File: config.mk
export PLATFORM = sky130hd
export DESIGN_NAME = dcache_flush_unit
export DESIGN_NICKNAME = d
export VERILOG_FILES = /design/src/rtl/std_cache_pkg.sv /design/src/rtl/lzc.sv /design/src/rtl/dcache_flush_unit.sv
export SDC_FILE = /design/constraint.sdc
export NUM_CORES = 1
export LEC_CHECK = 0
export CORE_ASPECT_RATIO = 0.7
export CORE_UTILIZATION = 55
export DETAILED_ROUTE_END_ITERATION = 8
export DONT_BUFFER_PORTS = 1
export PLACE_DENSITY = 0.77
export SLEW_MARGIN = 20
export SYNTH_ARGS = -nofsm -noshare
export SYNTH_HDL_FRONTEND = slang
export SYNTH_SLANG_ARGS = --single-unit
File: constraint.sdc
create_clock -name clk_i -period 2.07 [get_ports clk_i]
set_clock_uncertainty 0.1 [all_clocks]
set_input_delay 0.207 -clock clk_i [delete_from_list [all_inputs] [get_ports clk_i]]
set_output_delay 0.207 -clock clk_i [all_outputs]
set_load 0.005 [all_outputs]
File: src/rtl/std_cache_pkg.sv
// Shared dcache definitions: default geometry, derived index/way widths and flush FSM states.
package std_cache_pkg;

  localparam int unsigned DCACHE_NR_SETS = 256;
  localparam int unsigned DCACHE_NR_WAYS = 8;
  localparam int unsigned IDX_W          = $clog2(DCACHE_NR_SETS);
  localparam int unsigned WAY_W          = $clog2(DCACHE_NR_WAYS);

  typedef enum logic [3:0] {
    FLUSH_IDLE,
    FLUSH_INIT,
    FLUSH_INIT_INV,
    FLUSH_RD,
    FLUSH_RSP,
    FLUSH_WB,
    FLUSH_WBW,
    FLUSH_INV,
    FLUSH_ACK,
    FLUSH_HOLD
  } flush_state_e;

endpackage

File: src/rtl/lzc.sv
// Trailing-zero counter: index of the lowest set bit of in_i, empty_o when no bit is set.
module lzc #(
  parameter  int unsigned WIDTH = 8,
  localparam int unsigned CNT_W = (WIDTH > 1) ? $clog2(WIDTH) : 1
) (
  input  logic [WIDTH-1:0] in_i,
  output logic [CNT_W-1:0] cnt_o,
  output logic             empty_o
);

  // Scan from the top down so the last hit, the lowest set bit, wins.
  always_comb begin
    cnt_o   = '0;
    empty_o = ~|in_i;
    for (int i = WIDTH - 1; i >= 0; i--) begin
      if (in_i[i]) cnt_o = CNT_W'(i);
    end
  end

endmodule

File: src/rtl/dcache_flush_unit.sv
// Flush responder for the write-back dcache: walks every set, writes back dirty lines, invalidates, acks.
// Optional power-up invalidate walk is enabled with `define DCACHE_FLUSH_INIT_EN.
module dcache_flush_unit
  import std_cache_pkg::*;
#(
  parameter int unsigned NR_SETS  = DCACHE_NR_SETS,
  parameter int unsigned NR_WAYS  = DCACHE_NR_WAYS,
  parameter int unsigned TAG_W    = 44,
  parameter int unsigned OFFSET_W = 4
) (
  input  logic                                        clk_i,
  input  logic                                        rst_i,
  input  logic                                        flush_i,
  output logic                                        flush_ack_o,
  output logic                                        busy_o,
  input  logic                                        cache_init_ni,
  output logic                                        meta_req_o,
  input  logic                                        meta_gnt_i,
  output logic                                        meta_we_o,
  output logic [$clog2(NR_SETS)-1:0]                  meta_idx_o,
  input  logic [NR_WAYS-1:0]                          meta_valid_i,
  input  logic [NR_WAYS-1:0]                          meta_dirty_i,
  input  logic [NR_WAYS*TAG_W-1:0]                    meta_tag_i,
  output logic                                        wb_valid_o,
  input  logic                                        wb_ready_i,
  output logic [TAG_W+$clog2(NR_SETS)+OFFSET_W-1:0]   wb_addr_o,
  output logic [$clog2(NR_WAYS)-1:0]                  wb_way_o,
  input  logic                                        wb_done_i
);

  localparam int unsigned IDX_BITS = $clog2(NR_SETS);
  localparam int unsigned WAY_BITS = $clog2(NR_WAYS);
  localparam logic [IDX_BITS-1:0] LAST_IDX = IDX_BITS'(NR_SETS - 1);

`ifdef DCACHE_FLUSH_INIT_EN
  localparam flush_state_e RESET_STATE = FLUSH_INIT;
`else
  localparam flush_state_e RESET_STATE = FLUSH_IDLE;
  logic unused_cache_init;
  assign unused_cache_init = cache_init_ni;
`endif

  flush_state_e                state_q, state_d;
  logic [IDX_BITS-1:0]         idx_q, idx_d;
  logic [NR_WAYS-1:0]          pend_q, pend_d;
  logic [NR_WAYS*TAG_W-1:0]    tags_q, tags_d;
  logic [WAY_BITS-1:0]         wb_way;
  logic                        pend_empty;
  logic [NR_WAYS-1:0]          way_mask;
  logic [NR_WAYS-1:0]          pend_left;
  logic [TAG_W-1:0]            sel_tag;

  lzc #(
    .WIDTH (NR_WAYS)
  ) i_lzc (
    .in_i    (pend_q),
    .cnt_o   (wb_way),
    .empty_o (pend_empty)
  );

  assign way_mask  = NR_WAYS'(1) << wb_way;
  assign pend_left = pend_q & ~way_mask;
  assign sel_tag   = tags_q[int'(wb_way)*TAG_W +: TAG_W];

  // The writeback request is derived only from registered state, so it stays stable while stalled.
  assign meta_idx_o = idx_q;
  assign wb_addr_o  = (state_q == FLUSH_WB) ? {sel_tag, idx_q, {OFFSET_W{1'b0}}} : '0;
  assign wb_way_o   = (state_q == FLUSH_WB) ? wb_way : '0;

  always_ff @(posedge clk_i) begin
    if (rst_i) begin
      state_q <= RESET_STATE;
      idx_q   <= '0;
      pend_q  <= '0;
      tags_q  <= '0;
    end else begin
      state_q <= state_d;
      idx_q   <= idx_d;
      pend_q  <= pend_d;
      tags_q  <= tags_d;
    end
  end

  always_comb begin
    state_d     = state_q;
    idx_d       = idx_q;
    pend_d      = pend_q;
    tags_d      = tags_q;
    meta_req_o  = 1'b0;
    meta_we_o   = 1'b0;
    wb_valid_o  = 1'b0;
    flush_ack_o = 1'b0;
    busy_o      = (state_q != FLUSH_IDLE);

    unique case (state_q)
      FLUSH_IDLE: begin
        if (flush_i) state_d = FLUSH_RD;
      end
`ifdef DCACHE_FLUSH_INIT_EN
      FLUSH_INIT: begin
        state_d = cache_init_ni ? FLUSH_IDLE : FLUSH_INIT_INV;
      end
      FLUSH_INIT_INV: begin
        meta_req_o = 1'b1;
        meta_we_o  = 1'b1;
        if (meta_gnt_i) begin
          if (idx_q == LAST_IDX) begin
            idx_d   = '0;
            state_d = FLUSH_IDLE;
          end else begin
            idx_d = idx_q + IDX_BITS'(1);
          end
        end
      end
`endif
      FLUSH_RD: begin
        meta_req_o = 1'b1;
        if (meta_gnt_i) state_d = FLUSH_RSP;
      end
      // Metadata arrives exactly one cycle after the granted read; capture all ways at once.
      FLUSH_RSP: begin
        pend_d  = meta_valid_i & meta_dirty_i;
        tags_d  = meta_tag_i;
        state_d = |(meta_valid_i & meta_dirty_i) ? FLUSH_WB : FLUSH_INV;
      end
      FLUSH_WB: begin
        wb_valid_o = 1'b1;
        if (pend_empty)      state_d = FLUSH_INV;
        else if (wb_ready_i) state_d = FLUSH_WBW;
      end
      FLUSH_WBW: begin
        if (wb_done_i) begin
          pend_d  = pend_left;
          state_d = |pend_left ? FLUSH_WB : FLUSH_INV;
        end
      end
      FLUSH_INV: begin
        meta_req_o = 1'b1;
        meta_we_o  = 1'b1;
        if (meta_gnt_i) begin
          if (idx_q == LAST_IDX) begin
            idx_d   = '0;
            state_d = FLUSH_ACK;
          end else begin
            idx_d   = idx_q + IDX_BITS'(1);
            state_d = FLUSH_RD;
          end
        end
      end
      FLUSH_ACK: begin
        flush_ack_o = 1'b1;
        state_d     = FLUSH_HOLD;
      end
      // One dead cycle lets the requester drop its registered request before we look again.
      FLUSH_HOLD: begin
        state_d = FLUSH_IDLE;
      end
      default: begin
        state_d = FLUSH_IDLE;
      end
    endcase
  end

endmodule

# Word-level counts from Yosys, hierarchy flattened
# Index checks and enable logic that the tools add are counted.
# classes
add_sub_neg	1
n_mul	1
n_eq_ne	12
shifts	2
muxes	27
bitwise	3
reduce_logical	10
# ops
op	n
$shiftx 352x10->44	1
$mux 56	1
$mux 4	7
$pmux 4 s7	1
$mux 3	9
$reduce_or 8->1	3
$and 8x8->8	2
$eq 4x3->1 const B	4
$mux 8	2
$pmux 8 s2	1
$add 8x1->8 const B	1
$eq 8x8->1 const B	1
$ne 2x2->1 const B	4
$not 8->8	1
$shl 1x3->8 const A	1
$mul 3x4->7 const B	1
$reduce_and 5->1	1
$eq 4x2->1 const B	1
$eq 4x4->1 const B	1
$logic_not 4->1	1
$mux 1	4
$mux 2	2
$reduce_and 2->1	2
$reduce_bool 4->1	1
3 further kinds	3
# word_totals
reg_bits	372
in_bits	375
output_inout_bits	72
word_cells	60

# Logic depth before layout (Yosys ltp)
# depth
depth_word	15
mapped_depth	9
mapped_depth_nobuf	6

# Hierarchy
# Synthesis repeated with hierarchy kept, for this count alone.
# unflattened
hier_cells	1941
area_unflattened_um2	16144.2
# modules_own_cells
mod	n_inst	cells_per_inst	area_each_um2	seq_area_each_um2
dcache_flush_unit	1	1926	16059.2	7447.1
lzc	1	15	85.1	0.0

# Worst setup path before layout
# Ideal clock, no wire load.
# synth_path
kind	reg2out
start	register pend_q[4]
end	output wb_addr_o[48]
t_arrival_ns	1.672
required_ns	1.763
slack_ns	0.091
path_stages_with_launch	8
path_buffers	3
cell_sequence	dfxtp_1 buf_4 o311ai_2 and2_1 buf_2 clkbuf_1 a31oi_1 a32o_1
# synth_via
elab_chain_cells	8
# synth_lines
element	line_no	rtl
from (decl)	dcache_flush_unit.sv:45	logic [NR_WAYS-1:0] pend_q, pend_d;
from (signal assigned)	dcache_flush_unit.sv:79	pend_q <= pend_d;
$mux 3 (5 in a row)	lzc.sv:16	if (in_i[i]) cnt_o = CNT_W'(i);
$mul 3x4->7	dcache_flush_unit.sv:63	assign sel_tag = tags_q[int'(wb_way)*TAG_W +: TAG_W];
$shiftx 352x10->44	dcache_flush_unit.sv:63	
$mux 56	dcache_flush_unit.sv:67	assign wb_addr_o = (state_q == FLUSH_WB) ? {sel_tag, idx_q, {OFFSET_W{1'b0}}} : '0;
to (decl)	dcache_flush_unit.sv:26	output logic [TAG_W+$clog2(NR_SETS)+OFFSET_W-1:0] wb_addr_o,
# Every way passes these cells.

# Worst setup path in the final report
# layout_path
start	register pend_q[6]
end	output wb_addr_o[18]
# layout_via
elab_chain_cells	10
# layout_lines
element	line_no
$mux 3 (7 in a row)	lzc.sv:16
$mul 3x4->7	dcache_flush_unit.sv:63
$shiftx 352x10->44	dcache_flush_unit.sv:63
$mux 56	dcache_flush_unit.sv:67
# Every way passes these cells.

==> results.md <==
- Avg Inst Size Synth: approximately 7.0 um2
- Sink Count: approximately 370
- Simple-Gate Fraction of Synth Area: between 20 and 30%
- Initial Util: between 50% and 60%
- Setup-failing EPs final: 48
- Die area: about 0.031 mm2
- R2r endpoint: tags_q[150]
- Cell depth of the worst flop-to-flop path: 5
- Xor-xnor portion of the synthesized cell area: 0.262%
- NetSw: around 5.5 mW
- Port bufs: 0
- Critical path fanouts, max: 22
- Synth unique cells: 59
- Startpoint types: register
- Slew HR: about 63%
- Adder-cell share of the synthesized area: less than 1%
- Worst Hold Path Cells: 1
- Reg-to-reg slack, setup: -0.07 ns
- CTS tree: done
- FF+latch count, synth: 372
- Multiplexer share of the synthesized area: 0.127%
- Hold WS: -0.323 ns
- Die span in y: approximately 150 um
- Fin crit period: 2.76 ns
- Synthesized area: 0.0167 mm2
- Vias per cell: around 6.5
- HP Start: rst_i
- First-pass GRT wire length: approximately 88 mm
- Post-route ant nets: 0
- Bufs on Longest Clock Path: 3
- Initial drt markers: about 3300
- CTS Buf Count: 36
- Rows: 52
- Crit path DAT: approximately 2.5 ns
- Fill cells: between 1500 and 2000
- WL/cell: 23.3 um
- Clk slew on worst S/H paths: around 0.070 ns
- WP buf/inv: 1
- H-tree levels: 2
- RD Place Congestion: a little over 0.9
- Worst vdd ir: ~760 uV
- Setup CP Type: reg2out
- Gr ovfl total: 0
- Clock Power Share: 34.4%
- Vias: roughly 20000
- Outcome: complete, but fails checks
- Post-synthesis compound-gate area fraction: around a fifth
- Worst path top cell family by delay: compound AO/OA/AOI/OAI gates
- Proportion of layout cells with a drive suffix above 1: roughly 13%
- Pin count of the biggest net entering global routing: between 300 and 400
- Die Wd: 210 um
- Worst Hold Path EP: tags_q[84]
- Period utilization: 133%
- Syn Inst Count: 2380
- Drt total wl: roughly 71 mm
- Core footprint: about 0.029 mm2
- P per Cell Area: 815 mW/mm2
- Crit. End Element: output port
- Total global-route track usage: between 30% and 40%
- Ys async rst share: 0%
- Hold Crit Class: in2reg
- Worst path max stage delay: 0.46 ns
- Max-slew violations: 0
- Dpl cell area: ~0.017 mm2
- Number of global-route vias before repair: roughly 16000
- Commonest cells after routing, fill and taps aside: nand2_1 (864), a21oi_1 (366), dfxtp_1 (364)
- Sequential fraction of design power: a little over two fifths
- Final net count: 2969
- Post-route cell area: approximately 0.022 mm2
- 1st-pass router iterations: 9
- Pint: about 13 mW
- Post-DP HPWL: between 30 and 40 mm
- Critical path, cell by cell: nand2b_4 -> a221o_4 -> buf_16 -> nand2_2 -> nand3_1 -> a32o_2
- Post-route DRC violation count: 0
- Final WS setup: -0.692 ns
- Max-Cap Viols: 0
- Setup slack at placement: -0.184 ns
- CTS root buf: clkbuf_16
- Measured slew at the worst slew-check pin: between 0.5 and 0.6 ns
- Main combinational cell family by area after synthesis: simple AND/OR/NAND/NOR gates
- Violated checks: negative hold slack, negative setup slack
- Io pins: approximately 450
- Final hold vios: 365
- Switching share of power: between 30% and 40%
- Worst-Skew Late Latency: 0.53 ns
- Static Leakage: roughly 7.9 nW
- Max Clk Rate: 0.362 GHz
- Seq/Total Area, Yosys: 44.6%
- Worst EP required: around 1.8 ns
- RSZ-0062 raised after global routing: true
- Number of synthesized flops with an enable pin: 0
- Worst r2r src: state_q[1]
- YS warnings: 0
- Commonest non-fill, non-tap cell in the layout: nand2_1
- Area delta synth->final: 33.6%
- Crit-path slowest cell: a221o_4
- Top FF cell, synth: dfxtp_1
- Combinational power share: 21.8%
- Initial antenna violation count: 8
[how the worst max path moves through the flow]
stage / start / slack [ns] / cells past startpoint / endpoint
6_report: pend_q[6] / -0.69 / 6 / wb_addr_o[18]
5_1_grt: pend_q[6] / -0.71 / 6 / wb_addr_o[18]
4_1_cts: pend_q[6] / -0.53 / 6 / wb_addr_o[23]
3_5_place_dp: pend_q[4] / -0.18 / 8 / wb_addr_o[44]
3_3_place_gp: pend_q[2] / -0.16 / 9 / wb_addr_o[44]
2_1_floorplan: pend_q[4] / 0.09 / 7 / wb_addr_o[48]
[routing by layer]
metal	share of wire, %	GRT usage, %
met5	0.040	0
met4	6.7	15.2
met3	13	9.41
met2	44	55.7
met1	36	47.1
[state kept, by name, indices dropped and copies added, names as in the netlist]
| name | flops |
|---|---|
| meta_idx_o | 8 |
| pend_q | 8 |
| state_q | 4 |
| tags_q | 352 |
[final cells by class]
class	instances	area, um2	area share (%)
Clock inverter	10	60.1	0.269
Timing Repair Buffer	386	4370	19.6
Tap cell	405	507	2.27
Clock buffer	47	1000	4.50
Antenna cell	9	22.5	0.101
Multi-Input combinational cell	1788	8830	39.6
Inverter	9	33.8	0.152
Sequential cell	372	7470	33.5
[kinds of logic after synthesis]
kind of cell / after synthesis
compound gates: 582
xor+xnor: 5
buf+inv: 223
flops: 372
mux: 2
simple gates: 1194
fa+ha+maj: 1
other cells: 1
[power by group through the flow]
stage | sequential, mW | clock [mW] | combinational (mW)
2_1_floorplan | 7.98 | 0 | 2.00
3_3_place_gp | 8.05 | 0 | 2.73
3_5_place_dp | 8.07 | 0 | 2.81
4_1_cts | 7.91 | 6.19 | 3.05
5_1_grt | 8.00 | 6.53 | 4.18
6_report | 7.97 | 6.24 | 3.96
[cells in the mapped netlist (2+ instances only)]
cell type	count	area (um2)
buf_4	9	67.6
nor2_1	29	109
nor3_1	9	45.0
o21a_1	3	22.5
a22oi_1	3	22.5
o211ai_1	2	15.0
a21oi_1	367	1840
a32oi_1	3	26.3
a211oi_1	3	22.5
xnor2_1	2	17.5
nor2b_1	4	25.0
buf_6	3	33.8
and2_1	11	68.8
o32ai_1	2	17.5
nand2b_1	5	31.3
clkbuf_1	141	529
or3_1	2	12.5
and3_1	4	25.0
nand2_1	893	3350
xor2_1	3	26.3
o21ai_0	84	420
buf_2	59	295
nand3_1	222	1110
dfxtp_1	372	7450
inv_1	7	26.3
nand4_1	3	18.8
nor4_1	2	12.5
a32o_1	43	430
o21ai_1	15	75.1
a31oi_1	46	288
[per-stage QoR]
stage,setup TNS (ns),power [mW],instances,util (%)
CTS,-21.63,17.1,2824,67.1
global placement,-2.03,10.8,2673,59.6
finish,-23.91,18.2,3026,76.0
detailed placement,-3.21,10.9,2673,59.6
global route,-25.66,18.7,3020,75.9
floorplan,0,9.98,2383,-
[repair_timing]
item | in CTS | in global routing
setup buffers | 13 | 16
hold endpoints to repair | 372 | 367
endpoints found under the setup margin | 47 | 49
pin swaps | 11 | 64
gates resized for setup | 72 | 133
hold buffers | 78 | 163
gates cloned | 3 | 17
(Power assumes the default switching activity.)
